**src/rtl/vin_pkg.sv**
```systemverilog
// Shared constants for the FPD-Link video-input supervisor and its SERDES wrapper.
package vin_pkg;

  localparam logic [1:0] S_RST   = 2'd0;
  localparam logic [1:0] S_SYNC  = 2'd1;
  localparam logic [1:0] S_TRAIN = 2'd2;
  localparam logic [1:0] S_LOCK  = 2'd3;

  localparam int CW_DEF         = 16;
  localparam int RST_CYCLES_DEF = 64;
  localparam int TIMEOUT_DEF    = 1048576;

  function automatic logic out_of_tol(input logic [31:0] a, input logic [31:0] b,
                                      input logic [31:0] tol);
    logic [31:0] d;
    d = (a > b) ? (a - b) : (b - a);
    return d > tol;
  endfunction

endpackage

```
**src/rtl/vin_timing_meas.sv**
```systemverilog
// Edge detection plus line/frame/active/timeout counters on the raw deserialiser timing.
module vin_timing_meas
  import vin_pkg::*;
#(
  parameter int CW      = CW_DEF,
  parameter int TIMEOUT = TIMEOUT_DEF
) (
  input  logic          i_clk,
  input  logic          i_rstn,
  input  logic          i_hsync,
  input  logic          i_vsync,
  input  logic          i_de,
  output logic          o_hs_rise,
  output logic          o_vs_rise,
  output logic [CW-1:0] o_hcnt,
  output logic [CW-1:0] o_lcnt,
  output logic [CW-1:0] o_a_first,
  output logic          o_hcnt_sat,
  output logic          o_to_fault
);

  localparam int              TW      = $clog2(TIMEOUT + 1);
  localparam logic [CW-1:0]   CMAX    = '1;
  localparam logic [TW-1:0]   TO_LAST = TW'(TIMEOUT - 1);

  logic          r_hs, r_vs;
  logic [CW-1:0] r_hcnt, r_lcnt, r_acnt, r_a_first;
  logic [TW-1:0] r_tocnt;
  logic          r_de_seen, r_a_taken;
  logic          w_hs_rise, w_vs_rise;

  assign w_hs_rise  = i_hsync & ~r_hs;
  assign w_vs_rise  = i_vsync & ~r_vs;
  assign o_hs_rise  = w_hs_rise;
  assign o_vs_rise  = w_vs_rise;
  assign o_hcnt     = r_hcnt;
  assign o_lcnt     = r_lcnt;
  assign o_a_first  = r_a_first;
  assign o_hcnt_sat = (r_hcnt == CMAX);
  assign o_to_fault = (r_tocnt == TO_LAST);

  always_ff @(posedge i_clk) begin
    if (!i_rstn) begin
      r_hs      <= 1'b0;
      r_vs      <= 1'b0;
      r_hcnt    <= '0;
      r_lcnt    <= '0;
      r_acnt    <= '0;
      r_a_first <= '0;
      r_tocnt   <= '0;
      r_de_seen <= 1'b0;
      r_a_taken <= 1'b0;
    end else begin
      r_hs <= i_hsync;
      r_vs <= i_vsync;

      if (w_hs_rise)           r_hcnt <= CW'(1);
      else if (r_hcnt != CMAX) r_hcnt <= r_hcnt + 1'b1;

      if (w_vs_rise)                        r_lcnt <= '0;
      else if (w_hs_rise && r_lcnt != CMAX) r_lcnt <= r_lcnt + 1'b1;

      if (w_hs_rise)                   r_acnt <= '0;
      else if (i_de && r_acnt != CMAX) r_acnt <= r_acnt + 1'b1;

      // Saturates so a dead link keeps reporting the fault until hsync returns.
      if (w_hs_rise)               r_tocnt <= '0;
      else if (r_tocnt != TO_LAST) r_tocnt <= r_tocnt + 1'b1;

      if (w_vs_rise) begin
        r_de_seen <= 1'b0;
        r_a_taken <= 1'b0;
      end else begin
        if (i_de) r_de_seen <= 1'b1;
        if (w_hs_rise && r_de_seen && !r_a_taken) begin
          r_a_first <= r_acnt;
          r_a_taken <= 1'b1;
        end
      end
    end
  end

endmodule

```
**src/rtl/vin_link_supervisor.sv**
```systemverilog
// FPD-Link input supervisor: SERDES reset sequencing, timing qualification and lock declaration.
module vin_link_supervisor
  import vin_pkg::*;
#(
  parameter int RST_CYCLES  = RST_CYCLES_DEF,
  parameter int LOCK_FRAMES = 5,
  parameter int H_TOL       = 2,
  parameter int TIMEOUT     = TIMEOUT_DEF,
  parameter int CW          = CW_DEF
) (
  input  logic          clk,
  input  logic          rstn,
  input  logic          hsync,
  input  logic          vsync,
  input  logic          de,
  output logic          serdes_rst,
  output logic          locked,
  output logic          frame_en,
  output logic [CW-1:0] h_total,
  output logic [CW-1:0] v_total,
  output logic [CW-1:0] h_active,
  output logic [7:0]    retry_cnt
);

  localparam int RCW = $clog2(RST_CYCLES + 1);

  logic          w_hs_rise, w_vs_rise, w_hcnt_sat, w_to_fault;
  logic [CW-1:0] w_hcnt, w_lcnt, w_a_first;

  vin_timing_meas #(.CW(CW), .TIMEOUT(TIMEOUT)) u_meas (
    .i_clk     (clk),
    .i_rstn    (rstn),
    .i_hsync   (hsync),
    .i_vsync   (vsync),
    .i_de      (de),
    .o_hs_rise (w_hs_rise),
    .o_vs_rise (w_vs_rise),
    .o_hcnt    (w_hcnt),
    .o_lcnt    (w_lcnt),
    .o_a_first (w_a_first),
    .o_hcnt_sat(w_hcnt_sat),
    .o_to_fault(w_to_fault)
  );

  logic [1:0]     r_state;
  logic [RCW-1:0] r_rcnt;
  logic [3:0]     r_fo;
  logic [CW-1:0]  r_vref, r_href, r_htot, r_vtot, r_hact;
  logic           r_href_v, r_locked, r_fen;
  logic [7:0]     r_retry;

  logic       w_line_bad, w_frame_bad, w_frame_match, w_go_rst;
  logic [3:0] w_fo_next;

  assign serdes_rst = (r_state == S_RST);
  assign locked     = r_locked;
  assign frame_en   = r_fen;
  assign h_total    = r_htot;
  assign v_total    = r_vtot;
  assign h_active   = r_hact;
  assign retry_cnt  = r_retry;

  // A line fault and a frame fault share one exit, so a line fault on a shared edge wins.
  always_comb begin
    w_line_bad    = w_hs_rise && r_href_v &&
                    out_of_tol(32'(w_hcnt), 32'(r_href), 32'(H_TOL));
    w_frame_bad   = w_vs_rise && (w_lcnt != r_vtot);
    w_frame_match = (r_fo != 4'd0) && (w_lcnt == r_vref);
    w_fo_next     = w_frame_match ? (r_fo + 4'd1) : 4'd1;
    w_go_rst      = 1'b0;
    case (r_state)
      S_SYNC:  w_go_rst = w_to_fault || w_hcnt_sat;
      S_TRAIN: w_go_rst = w_to_fault || w_hcnt_sat || w_line_bad;
      S_LOCK:  w_go_rst = w_to_fault || w_hcnt_sat || w_line_bad || w_frame_bad;
      default: w_go_rst = 1'b0;
    endcase
  end

  always_ff @(posedge clk) begin
    if (!rstn) begin
      r_state  <= S_RST;
      r_rcnt   <= '0;
      r_fo     <= '0;
      r_vref   <= '0;
      r_href   <= '0;
      r_href_v <= 1'b0;
      r_locked <= 1'b0;
      r_fen    <= 1'b0;
      r_htot   <= '0;
      r_vtot   <= '0;
      r_hact   <= '0;
      r_retry  <= '0;
    end else if (w_go_rst) begin
      r_state  <= S_RST;
      r_rcnt   <= '0;
      r_locked <= 1'b0;
      r_fen    <= 1'b0;
      if (r_retry != 8'hFF) r_retry <= r_retry + 8'd1;
    end else begin
      case (r_state)
        S_RST: begin
          if (r_rcnt == RCW'(RST_CYCLES - 1)) begin
            r_state <= S_SYNC;
            r_rcnt  <= '0;
          end else begin
            r_rcnt <= r_rcnt + 1'b1;
          end
        end
        S_SYNC: begin
          if (w_vs_rise) begin
            r_state  <= S_TRAIN;
            r_fo     <= '0;
            r_href_v <= 1'b0;
          end
        end
        S_TRAIN: begin
          if (w_hs_rise && !r_href_v) begin
            r_href   <= w_hcnt;
            r_href_v <= 1'b1;
          end
          if (w_vs_rise) begin
            r_fo <= w_fo_next;
            if (!w_frame_match) r_vref <= w_lcnt;
            if (r_href_v && w_fo_next == 4'(LOCK_FRAMES)) begin
              r_state  <= S_LOCK;
              r_locked <= 1'b1;
              r_fen    <= 1'b1;
              r_htot   <= r_href;
              r_vtot   <= w_lcnt;
              r_hact   <= w_a_first;
            end
          end
        end
        default: ;
      endcase
    end
  end

endmodule

```
**config.mk**
```make
export PLATFORM = sky130hd
export DESIGN_NAME = vin_link_supervisor
export DESIGN_NICKNAME = d
export VERILOG_FILES = /design/src/rtl/vin_pkg.sv /design/src/rtl/vin_timing_meas.sv /design/src/rtl/vin_link_supervisor.sv
export SDC_FILE = /design/constraint.sdc
export NUM_CORES = 1
export LEC_CHECK = 0
export CORE_ASPECT_RATIO = 1.2
export CORE_MARGIN = 8
export CORE_UTILIZATION = 55
export CTS_BUF_LIST = sky130_fd_sc_hd__clkbuf_16
export DETAILED_ROUTE_END_ITERATION = 6
export PLACE_DENSITY = 0.75
export SYNTH_ARGS = -nofsm -noshare
export SYNTH_HDL_FRONTEND = slang
export SYNTH_SLANG_ARGS = --single-unit
```
**constraint.sdc**
```tcl
create_clock -name clk -period 9.6 [get_ports clk]
set_clock_uncertainty 0.1 [all_clocks]
set_input_delay 2.88 -clock clk [delete_from_list [all_inputs] [get_ports clk]]
set_output_delay 2.88 -clock clk [all_outputs]
set_load 0.03 [all_outputs]
```
== Word-level counts from Yosys, hierarchy flattened ==
Cells that the tools add are included.
Operators by class
  multiply operators: 0
  equal/unequal tests: 19
  magnitude comparators: 2
  bitwise operators: 8
  reduce and logical (&&, ||, !) cells: 32
  multiplexer cells: 17
  add/sub/neg operators: 9
  div/mod/pow operators: 0
  shift-type cells: 0
Operators with widths (number)
  16-bit by 1-bit adder with 16-bit output, second input constant: 3
  16-bit inequality test, second input constant: 3
  16-bit by 16-bit subtractor with 17-bit output: 2
  32-bit by 2-bit > comparator with 1-bit output, second input constant: 1
  32-bit 2-to-1 mux: 1
  21-bit by 1-bit adder with 21-bit output, second input constant: 1
  21-bit by 20-bit == test with 1-bit output, second input constant: 1
  21-bit by 20-bit inequality test with 1-bit output, second input constant: 1
  16-bit == test: 1
  16-bit == test, second input constant: 1
  16-bit > comparator: 1
  16-bit inequality test: 1
  4-bit AND reduction: 4
  4-bit 2-to-1 mux: 3
  1-bit logical AND: 10
  8-bit by 1-bit adder with 8-bit output, second input constant: 1
  2-bit 2-to-1 mux: 4
  2-bit inequality test, second input constant: 4
  8-bit inequality test, second input constant: 1
  4-bit case mux with 2 select lines: 1
  7-bit by 1-bit adder with 7-bit output, second input constant: 1
  7-bit by 6-bit == test with 1-bit output, second input constant: 1
  7-bit 2-to-1 mux: 1
  1-bit NOT: 6
  other kinds (20): 33
Word-level totals
  ROM bits: 0
  RAM bits: 0
  bits in latches: 0
  input bits: 5
  memories: 0
  output and inout bits: 59
  register bits after elaboration: 192
  word-level logic and storage cells: 108

== Longest topological paths before layout ==
  depth after elaboration: 9
  depth in mapped cells: 18
  depth with buffers taken out: 15

== By module ==
From an unflattened synthesis, not the netlist that was laid out.
Unflattened totals
  cells, all modules: 1256
  area total of the unflattened synthesis: 10762.8 sq um
Modules (own cells, without submodules)
  vin_link_supervisor: times used 1, seq. area each 2062.0 sq um, cells an instance 777, area each 6557.5 sq um
  vin_timing_meas: times used 1, seq. area each 1781.7 sq um, cells an instance 479, area each 4205.3 sq um

== Least setup slack after synthesis ==
No wires, ideal clock.
  path kind: input port to flip-flop
  from: in vsync
  to: reg r_href[10]
  stages on the path: 8
  arrival time: 4.581 ns
  data required time: 9.372 ns
  buffers on the path: 2
  setup time: 0.128 ns
  setup slack: 4.792 ns
  path through: nor2b_1 > nand3_1 > a311o_1 > and4b_1 > clkbuf_1 > clkbuf_1 > mux2i_1 > nor2_1
Between the ends
  longest elaborated chain between the ends: 6
Ends and longest elaborated chain
  from (decl): line vin_link_supervisor.sv:14  | input logic vsync,
  1-bit AND: line vin_timing_meas.sv:33  | assign w_vs_rise = i_vsync & ~r_vs;
  1-bit logical AND: line vin_link_supervisor.sv:67  | w_frame_bad = w_vs_rise && (w_lcnt != r_vtot);
  1-bit logical OR: line vin_link_supervisor.sv:74  | S_LOCK: w_go_rst = w_to_fault || w_hcnt_sat || w_line_bad || w_frame_bad;
  1-bit case mux with 3 select lines: line vin_link_supervisor.sv:71  | case (r_state)
  1-bit NOT (no source line)
  3-bit AND reduction (no source line)
  to (signal assigned): line vin_link_supervisor.sv:118  | r_href <= w_hcnt;
  to (decl): line vin_link_supervisor.sv:48  | logic [CW-1:0] r_vref, r_href, r_htot, r_vtot, r_hact;
Every way passes these cells.
A chain may end at the register's enable or synchronous reset.

== Worst setup path after layout ==
  from: in vsync
  to: reg r_vref[4]
Between the ends
  longest elaborated chain between the ends: 6
Ends and longest elaborated chain
  1-bit AND (*): line vin_timing_meas.sv:33
  1-bit logical AND: line vin_link_supervisor.sv:67
  1-bit logical OR: line vin_link_supervisor.sv:74
  1-bit case mux with 3 select lines: line vin_link_supervisor.sv:71
  1-bit NOT (no source line)
  4-bit AND reduction (no source line) (*)
  to (signal assigned): line vin_link_supervisor.sv:123  | if (!w_frame_match) r_vref <= w_lcnt;
  to (decl): line vin_link_supervisor.sv:48
Every way passes the cells marked *; elsewhere a longest branch is shown, timed or not.

==> impl_metrics.env <==
export IMPL_outcome="completed"
export IMPL_critPathMaxStageDelay_ns=0.80
export IMPL_syn_inst=1211
export IMPL_fmax_ghz=0.182
export IMPL_tritoncts="built"
export IMPL_dp_final_hpwl_um=16500
export IMPL_synth_fa_ha_area_share_pct=6.03
export IMPL_drt_iter0_markers=579
export IMPL_crit_path_max_fanout=16
export IMPL_synth_top_family_by_area="simple AND/OR/NAND/NOR gates"
export IMPL_routedWlPerCell_um=15.6
export IMPL_crit_type="in -> reg"
export IMPL_clock_sinks=192
export IMPL_final_period_utilization_pct=57.3
export IMPL_dieArea_um2=23200
export IMPL_grt_pass1_wl_um=38200
export IMPL_insertion_delay_ns=0.43
export IMPL_antenna_found_initial=0
export IMPL_holdWs_ns=0.355
export IMPL_die_y_um=165
export IMPL_dieWidth_um=140
export IMPL_synthSimpleGateAreaFrac_pct=22.2
export IMPL_hp_class="reg -> reg"
export IMPL_end_kind="register"
export IMPL_pwr_density_cell_nw_per_um2=143
export IMPL_synth_top_cell_area_share_pct=37.7
export IMPL_ys_warn_count=0
export IMPL_synthesis_area_um2=10200
export IMPL_drc_errors=0
export IMPL_rows=54
export IMPL_min_period_ns=5.50
export IMPL_cts_hold_buf=0
export IMPL_antenna_left=0
export IMPL_r2r_worst_path_cells=11
export IMPL_synth_seq_area_share_pct=37.7
export IMPL_globalplace_congestion=0.903
export IMPL_syn2layout_area_growth_pct=12.6
export IMPL_yosys_most_used_dff="dfxtp_1"
export IMPL_worstHoldPathCells=2
export IMPL_clockRootBuffer="clkbuf_16"
export IMPL_synth_nets=1264
export IMPL_place_worst_setup_slack_ns=3.70
export IMPL_multi_input_area_um2=5880
export IMPL_hold_viol=0
export IMPL_fin_setup_tns_ns=0
export IMPL_synth_most_common_cell="nand2_1"
export IMPL_seqCellArea_um2=3840
export IMPL_synth_xor_area_share_pct=8.84
export IMPL_maxCapViolations=0
export IMPL_synth_area_leader_cell="dfxtp_1"
export IMPL_route_vias_total=8292
export IMPL_crit_family="simple AND/OR/NAND/NOR gates"
export IMPL_via_per_inst=5.63
export IMPL_worst_slew_pin_slew_ns=1.19
export IMPL_cts_buffer_depth=2
export IMPL_ys_top_cells_by_count="nand2_1, dfxtp_1, nor2_1, mux2i_1, xor2_1"
export IMPL_worstPathRequired_ns=9.85
export IMPL_wl_um=22900
export IMPL_grtUsageTotal_pct=20.0
export IMPL_max_vdd_ir_drop_mv=0.127
export IMPL_ys_types=68
export IMPL_relSlewSlack_pct=20.1
export IMPL_cp_start_kind="input pin"
export IMPL_synthArstFlopShare_pct=0
export IMPL_synthMuxAreaShare_pct=9.44
export IMPL_ios=64
export IMPL_drive_gt1_share_pct=4.56
export IMPL_nFillCells=1566
export IMPL_ctsResizeCount=0
export IMPL_antenna_cells=0
export IMPL_whs_endpoint="h_active[14]"
export IMPL_grt_pass1_vias=7848
export IMPL_syn_avg_cell_area_um2=8.42
export IMPL_r2r_end="r_vref[4]"
export IMPL_nets=1290
export IMPL_cts_setup_buffers=0
export IMPL_grt_max_degree=80
export IMPL_io_buffer_count=63
export IMPL_ctsHtreeMaxLevel=4
export IMPL_finalSetupViolations=0
export IMPL_synth_compound_area_share_pct=11.1
export IMPL_worstHoldStart="h_active[14]"
export IMPL_critPathSlowestCell="or3_1"
export IMPL_grt_overflow_total=0
export IMPL_fin_ws_ns=4.10
export IMPL_synth_seq_cells=192
export IMPL_initial_utilization_pct=56.1
export IMPL_cp_num_buf_inv=1
export IMPL_cp_cell_sequence="clkdlybuf4s50_1, nor2b_1, nand3_1, a311o_1, nand2_1, o31a_1, or3_1, mux2i_1"
export IMPL_drt_pass1_iterations=5
export IMPL_maxSlewViolCount=0
export IMPL_rsz0062_at_grt="false"
export IMPL_reg2reg_slack_ns=4.98
export IMPL_cts_buffers=17
export IMPL_r2r_start="u_meas.o_hcnt[5]"
export IMPL_p_leak_nw=4.42
export IMPL_coreArea_um2=18200
export IMPL_clk_pin_slew_ns=0.07
export IMPL_synth_area_leaders="dfxtp_1, mux2i_1, nand2_1"
export IMPL_arrival_ns=5.75
export IMPL_synth_edf_count=0
## worst min-delay path: cells and delay by family, from the launching register on
family / cells / cell delay (ns)
AND/OR/NAND/NOR: 1 / 0.05
multiplexers: 1 / 0.05
flip-flops: 1 / 0.31
## cell families (layout without fill, tap and decap cells)
group	Yosys count	in the layout
muxes	96	96
xor gates and xnor gates	103	103
AOI/OAI and AO/OA	168	168
adders and majority gates	48	48
DFF	192	192
buffers and inverters	110	149
and+or+nand+nor	494	494
## power by group
part	internal, W	switching [W]
Combinational	0.0000291	0.0000520
Clock	0.000440	0.000315
Sequential	0.000800	0.00000527
Total	0.00127	0.000372
## registers in the layout, indices dropped and copies added (netlist names), 2 cells and up
| signal | flops |
|---|---|
| u_meas.r_tocnt | 21 |
| h_active | 16 |
| h_total | 16 |
| r_href | 16 |
| r_vref | 16 |
| u_meas.o_a_first | 16 |
| u_meas.o_hcnt | 16 |
| u_meas.o_lcnt | 16 |
| u_meas.r_acnt | 16 |
| v_total | 16 |
| retry_cnt | 8 |
| r_rcnt | 7 |
| r_fo | 4 |
| r_state | 2 |
## layer usage
layer,track usage [%],share of wire (%),vias to the layer above
met5,0,0,-
met4,7.17,1.9,0
met1,24.4,46,3931
li1,-,-,4181
met3,3.54,3.4,33
met2,34.8,48,147
## metrics by stage
| stage | power, W | utilization (%) | area, um2 | std cells |
|---|---|---|---|---|
| 3_5_place_dp | 0.000904 | 59.7 | 10900 | 1442 |
| 3_3_place_gp | 0.000903 | 59.7 | 10900 | 1442 |
| 5_1_grt | 0.00170 | 63.2 | 11500 | 1474 |
| 4_1_cts | 0.00165 | 63.2 | 11500 | 1474 |
| 2_1_floorplan | 0.000885 | - | 10200 | 1211 |
| 6_report | 0.00164 | 63.2 | 11500 | 1474 |
## final cells by class
class                           instances  area share [%]
Multi-Input combinational cell        909            51.2
Clock buffer                           17            3.70
Clock inverter                         15            1.79
Timing Repair Buffer                   69            5.86
Inverter                               48            1.57
Tap cell                              224            2.44
Sequential cell                       192            33.5
## worst max-delay path by stage
stage	start	endpoint	slack, ns	cells past startpoint
global route	vsync	r_vref[12]	3.85	8
floorplan	vsync	r_href[10]	4.79	8
detailed placement	vsync	r_vref[6]	3.70	8
finish	vsync	r_vref[4]	4.10	8
CTS	vsync	r_vref[4]	4.12	8
global placement	vsync	r_vref[6]	3.76	8
## layout by cell type (no fill, tap or decap), types with 29 or more instances in the layout
cell type,n
clkdlybuf4s50_1,62
dfxtp_1,192
nand3_1,31
nand4_1,29
inv_1,47
a21oi_1,58
nor2_1,114
mux2i_1,94
nand2_1,217
xnor2_1,29
o21ai_0,29
ha_1,46
xor2_1,74
(Power assumes the default switching activity.)
